[src/rtl/fml_pkg.sv]
// Shared FML constants and arbiter FSM state encoding.
// Imported by the FML arbiter and its round-robin picker.
package fml_pkg;

  localparam int FML_DW    = 64;
  localparam int FML_SELW  = 8;
  localparam int FML_BURST = 4;

  localparam logic [1:0] FML_ST_IDLE  = 2'd0;
  localparam logic [1:0] FML_ST_GRANT = 2'd1;
  localparam logic [1:0] FML_ST_DATA  = 2'd2;

  typedef enum logic [1:0] {
    ST_IDLE  = FML_ST_IDLE,
    ST_GRANT = FML_ST_GRANT,
    ST_DATA  = FML_ST_DATA
  } fml_state_e;

endpackage

[src/rtl/fml_rr_pick.sv]
// Combinational round-robin priority encoder: first requester at or after last+1, wrapping.
// Zero latency, no backpressure; o_vld low when no request is pending.
module fml_rr_pick
  import fml_pkg::*;
#(
  parameter int N  = 4,
  parameter int IW = (N > 1) ? $clog2(N) : 1
) (
  input  logic [N-1:0]  i_req,
  input  logic [IW-1:0] i_last,
  output logic          o_vld,
  output logic [IW-1:0] o_idx
);

  int              w_sum;
  logic [IW-1:0]   w_cand;

  // Walk candidates from farthest to nearest so the nearest requester wins.
  always_comb begin
    o_vld  = 1'b0;
    o_idx  = '0;
    w_sum  = 0;
    w_cand = '0;
    for (int k = N; k >= 1; k--) begin
      w_sum  = (int'(i_last) + k) % N;
      w_cand = IW'(w_sum);
      if (i_req[w_cand]) begin
        o_vld = 1'b1;
        o_idx = w_cand;
      end
    end
  end

endmodule

[src/rtl/fml_arb.sv]
// Round-robin merge of NMASTERS FML masters onto one FML slave; grant held for a full burst.
// Request to fml_stb in 1 cycle; losers hold m_stb until their own one-cycle ack.
module fml_arb
  import fml_pkg::*;
#(
  parameter int adr_width = 30,
  parameter int NMASTERS  = 4,
  parameter int BURST     = FML_BURST
) (
  input  logic                          sys_clk,
  input  logic                          sys_rst_n,
  input  logic [NMASTERS*adr_width-1:0] m_adr,
  input  logic [NMASTERS-1:0]           m_stb,
  input  logic [NMASTERS-1:0]           m_we,
  input  logic [NMASTERS*FML_SELW-1:0]  m_sel,
  input  logic [NMASTERS*FML_DW-1:0]    m_di,
  output logic [NMASTERS-1:0]           m_ack,
  output logic [FML_DW-1:0]             m_do,
  output logic [adr_width-1:0]          fml_adr,
  output logic                          fml_stb,
  output logic                          fml_we,
  output logic [FML_SELW-1:0]           fml_sel,
  output logic [FML_DW-1:0]             fml_di,
  input  logic                          fml_ack,
  input  logic [FML_DW-1:0]             fml_do
);

  localparam int IW = (NMASTERS > 1) ? $clog2(NMASTERS) : 1;
  localparam int BW = (BURST > 1) ? $clog2(BURST) : 1;
  localparam logic [BW-1:0] LAST_BEAT  = BW'(BURST - 1);
  localparam logic [IW-1:0] LAST_RESET = IW'(NMASTERS - 1);

  fml_state_e      r_state;
  logic [IW-1:0]   r_grant;
  logic [IW-1:0]   r_last;
  logic [BW-1:0]   r_beat;

  logic            w_pick_vld;
  logic [IW-1:0]   w_pick_idx;

  logic [adr_width-1:0] w_adr [NMASTERS];
  logic [FML_SELW-1:0]  w_sel [NMASTERS];
  logic [FML_DW-1:0]    w_di  [NMASTERS];

  for (genvar g = 0; g < NMASTERS; g++) begin : g_unpack
    assign w_adr[g] = m_adr[g*adr_width +: adr_width];
    assign w_sel[g] = m_sel[g*FML_SELW +: FML_SELW];
    assign w_di[g]  = m_di[g*FML_DW +: FML_DW];
  end

  fml_rr_pick #(
    .N  (NMASTERS),
    .IW (IW)
  ) u_pick (
    .i_req  (m_stb),
    .i_last (r_last),
    .o_vld  (w_pick_vld),
    .o_idx  (w_pick_idx)
  );

  always_ff @(posedge sys_clk) begin
    if (!sys_rst_n) begin
      r_state <= ST_IDLE;
      r_grant <= '0;
      r_last  <= LAST_RESET;
      r_beat  <= '0;
    end else begin
      case (r_state)
        ST_IDLE: begin
          if (w_pick_vld) begin
            r_grant <= w_pick_idx;
            r_state <= ST_GRANT;
          end
        end
        // A master dropping m_stb here is a protocol error; we keep waiting on the same grant.
        ST_GRANT: begin
          if (fml_ack) begin
            r_last  <= r_grant;
            r_beat  <= '0;
            r_state <= ST_DATA;
          end
        end
        ST_DATA: begin
          if (r_beat == LAST_BEAT) begin
            r_state <= ST_IDLE;
          end else begin
            r_beat <= r_beat + 1'b1;
          end
        end
        default: r_state <= ST_IDLE;
      endcase
    end
  end

  // Address/sel/data always follow the registered grant; only stb and ack are state-gated.
  assign fml_adr = w_adr[r_grant];
  assign fml_we  = m_we[r_grant];
  assign fml_sel = w_sel[r_grant];
  assign fml_di  = w_di[r_grant];
  assign fml_stb = (r_state == ST_GRANT) & m_stb[r_grant];
  assign m_do    = fml_do;

  always_comb begin
    m_ack = '0;
    if (r_state == ST_GRANT) begin
      m_ack[r_grant] = fml_ack;
    end
  end

endmodule

[config.mk]
export PLATFORM = sky130hd
export DESIGN_NAME = fml_arb
export DESIGN_NICKNAME = d
export VERILOG_FILES = /design/src/rtl/fml_pkg.sv /design/src/rtl/fml_rr_pick.sv /design/src/rtl/fml_arb.sv
export SDC_FILE = /design/constraint.sdc
export NUM_CORES = 1
export LEC_CHECK = 0
export ABC_AREA = 0
export CAP_MARGIN = 0
export CORE_AREA = 2 2 254 256
export CTS_CLUSTER_SIZE = 24
export DETAILED_ROUTE_END_ITERATION = 16
export DIE_AREA = 0 0 256 258
export GPL_TIMING_DRIVEN = 1
export PLACE_DENSITY_LB_ADDON = 0.05
export REMOVE_ABC_BUFFERS = 1
export SYNTH_ARGS = -nofsm -noshare
export SYNTH_HDL_FRONTEND = slang
export SYNTH_SLANG_ARGS = --single-unit
[constraint.sdc]
create_clock -name sys_clk -period 1.54 [get_ports sys_clk]
set_input_delay 0.308 -clock sys_clk [delete_from_list [all_inputs] [get_ports sys_clk]]
set_output_delay 0.308 -clock sys_clk [all_outputs]
set_load 0.01 [all_outputs]
==> flow_summary.ini <==
[sta]
final-setup-viol-count = 108
finClkSkew_ns = 0.005944
holdWs_ns = 0.5107
worst_pin_slew_ns = 0.3892
relSlewSlack_pct = 73.97
period_needed_ns = 2.142
fin_ws_ns = -0.6022
fin_crit_sh_pct = 139.1
hold_viol = 0
fin_tns_setup_ns = -48.41
rsz0062_at_grt = yes
slew_viol_final = 0
max_freq_mhz = 466.8

[global_route]
grt_max_degree = 17
grt_pass1_vias = 5400
grt_use_total_pct = 12.84
grt_pass1_wl_mm = 56.53
grt-ovfl-total = 0
antenna_found_initial = 4

[min_path]
hold_end = r_beat[0]
min_path_cells = 1
hp-start = r_beat[0]
hold_class = register to register

[setup_path]
crit_path_start_kind = register
cp.buffers_inverters = 6
cpPeakStageDelay_ns = 0.51
cpMostUsedCell = buf_12
critPathCaptureType = primary output
rr_startpoint = r_grant[0]
r2r-end = r_last[0]
cp_slowest_cell = mux4_2
reg2reg_depth = 8
required_ns = 1.23
cp_top_family = buffers and inverters
crit_chain = buf_12 > buf_12 > buf_12 > buf_16 > buf_8 > mux4_2 > buf_6
reg2reg_setup_slack_ns = 0.19
cp_max_fo = 6
critPathArrivalTime_ns = 1.83
critPathKind = register to primary output

[finish]
fin_nets = 1270
fin_util_pct = 16.49
area_delta_synth_final_pct = 203.7
stdcell_count = 1644
drive_gt1_share_pct = 40.51
fillCellCount = 7062

[drt]
vias_per_cell = 3.023
drcViolationCount = 0
wire_per_inst_um = 27.29
drt-initial-drc-count = 174
dr.pass1.iters = 4
via_count = 4970
ant_nets = 0
wirelength_mm = 44.86

[clock_tree]
clk_pin_slew_ns = 0.04
cts_buffers = 3
cts_root_buf = clkbuf_16
cts_max_level = 1
clockBufferDepth = 2
clk_latency_ns = 0.23
cts_sinks = 8
cts_tree = done

[synth]
synth_seq_cells = 8
synthesis.area_mm2 = 0.003457
ys_seq_area_share_pct = 4.633
syn_avg_cell_area_um2 = 14.00
yosysWarnings = 0
synth_cell_types = 34
syn_inst = 247

[floorplanning]
die_area_mm2 = 0.06605
ios = 655
die_y_um = 258
fp-row-count = 93
start_util_pct = 5.431
core_mm2 = 0.06365
die_w_um = 256

[status]
status = finished, violations left
violations = negative setup slack

[pwr]
peakVddDrop_mv = 0.3728
p_leak_nw = 3.722
power-per-cell-area_mw_per_mm2 = 481.4
p_total_mw = 5.054

[placement]
port_buffers = 526
dp.cells = 1576
gp_congestion = 0.7761
hpwl_mm = 39.07

[flow_run]
maxCapViolations = 0
## worst reg2reg max path, delay by kind of cell (launching register included)
family / cells / cell delay (ns)
simple gates: 2 / 0.12
flops: 1 / 0.35
buf+inv: 6 / 0.75
## per-layer routing
metal / track usage [%] / wire length [um] / vias up
met1: 11.35 / 13880 / 2424
met4: 1.787 / 676 / 6
met5: 6.410 / 589 / -
met2: 22.37 / 22250 / 421
met3: 10.43 / 7464 / 18
li1: - / - / 2101
## layout make-up
| class | count | area [um2] | share of cell area [%] |
|---|---|---|---|
| Antenna cell | 4 | 10.01 | 0.09534 |
| Clock buffer | 4 | 78.83 | 0.7508 |
| Inverter | 1 | 3.754 | 0.03575 |
| Multi-Input combinational cell | 149 | 2650 | 25.24 |
| Sequential cell | 8 | 167.7 | 1.597 |
| Timing Repair Buffer | 623 | 6519 | 62.09 |
| Tap cell | 855 | 1070 | 10.19 |
## worst max path at each step
stage / start / to / cells past startpoint
2_1_floorplan: r_grant[0] / fml_stb / 2
3_3_place_gp: r_grant[0] / fml_adr[0] / 3
3_5_place_dp: r_grant[0] / fml_di[60] / 3
4_1_cts: r_grant[0] / fml_sel[1] / 7
5_1_grt: r_grant[0] / fml_sel[1] / 7
6_report: r_grant[0] / fml_sel[2] / 7
## cell usage in the layout (no fill, tap or decap), types with 2 or more instances in the layout
cell and instances:
nand3_1 2, clkdlybuf4s50_1 413, buf_16 9, buf_4 32
and3b_1 2, clkdlybuf4s15_2 5, mux4_2 104, buf_12 21
nor2b_1 2, o32ai_1 2, buf_6 101, nand2_1 7
dfxtp_4 2, nand2b_1 2, nor2_1 4, clkbuf_16 3
buf_8 5, diode_2 4, a21o_1 2, o21ai_0 2
dfxtp_1 6, a21oi_1 3, buf_2 31, dlygate4sd2_1 4
## synthesized netlist by cell type
cell / n / area [um2]
a211oi_1: 1 / 7.510
a21boi_0: 1 / 7.510
a21o_1: 2 / 15.01
a21oi_1: 3 / 15.01
a41o_1: 1 / 10.01
and3_1: 1 / 6.260
and3b_1: 2 / 17.52
buf_1: 1 / 3.750
buf_12: 1 / 20.02
buf_2: 12 / 60.06
buf_4: 71 / 533.0
buf_6: 1 / 11.26
buf_8: 2 / 30.03
clkbuf_1: 1 / 3.750
dfxtp_1: 8 / 160.2
ha_1: 1 / 12.51
inv_1: 1 / 3.750
mux2i_1: 1 / 10.01
mux4_2: 104 / 2342
nand2_1: 8 / 30.03
nand2b_1: 2 / 12.51
nand3_1: 2 / 10.01
nand3b_1: 1 / 7.510
nor2_1: 4 / 15.01
nor2b_1: 2 / 12.51
nor3_1: 2 / 10.01
nor3b_1: 2 / 15.01
nor4bb_1: 1 / 10.01
o21a_1: 1 / 7.510
o21ai_0: 2 / 10.01
o221ai_1: 1 / 8.760
o311a_1: 1 / 10.01
o32ai_1: 2 / 17.52
or4_4: 1 / 11.26
## per-stage QoR
step,cell area [um2],worst slack [ns]
final,10500,-0.6022
after global routing,10500,-0.6848
after CTS,10240,-0.6796
after detailed placement,9530,-0.6777
after global placement,9530,-0.6827
after floorplan,2795,-4.050
## where the power goes
part,total [mW],switching [mW],internal (mW)
sequential,0.247,0.0209,0.227
combinational,4.36,1.43,2.94
clock,0.443,0.0982,0.345
## cell families (layout without fill, tap and decap cells)
kind of cell | after synthesis | after routing | share of synthesized area [%]
muxes | 105 | 105 | 68.04
buffers and inverters | 90 | 628 | 19.25
and+or+nand+nor | 28 | 28 | 4.560
AOI/OAI and AO/OA | 15 | 15 | 3.149
DFF | 8 | 8 | 4.633
adders and majority gates | 1 | 1 | 0.3619
other | 0 | 4 | 0
## flip-flops by register name, indices dropped and copies added (netlist names)
| signal | count |
|---|---|
| r_last | 2 |
| r_state | 2 |
| r_grant | 2 |
| r_beat | 2 |
## timing repair
item | 4_1_cts | 5_1_grt
hold buffers | 0 | 0
resized for setup | 513 | 84
setup endpoints to repair | 110 | 109
pin swaps | 4 | 1
setup buffers | 42 | 19
cloned | 11 | 0
No activity file was read; power rests on OpenSTA's default activity.
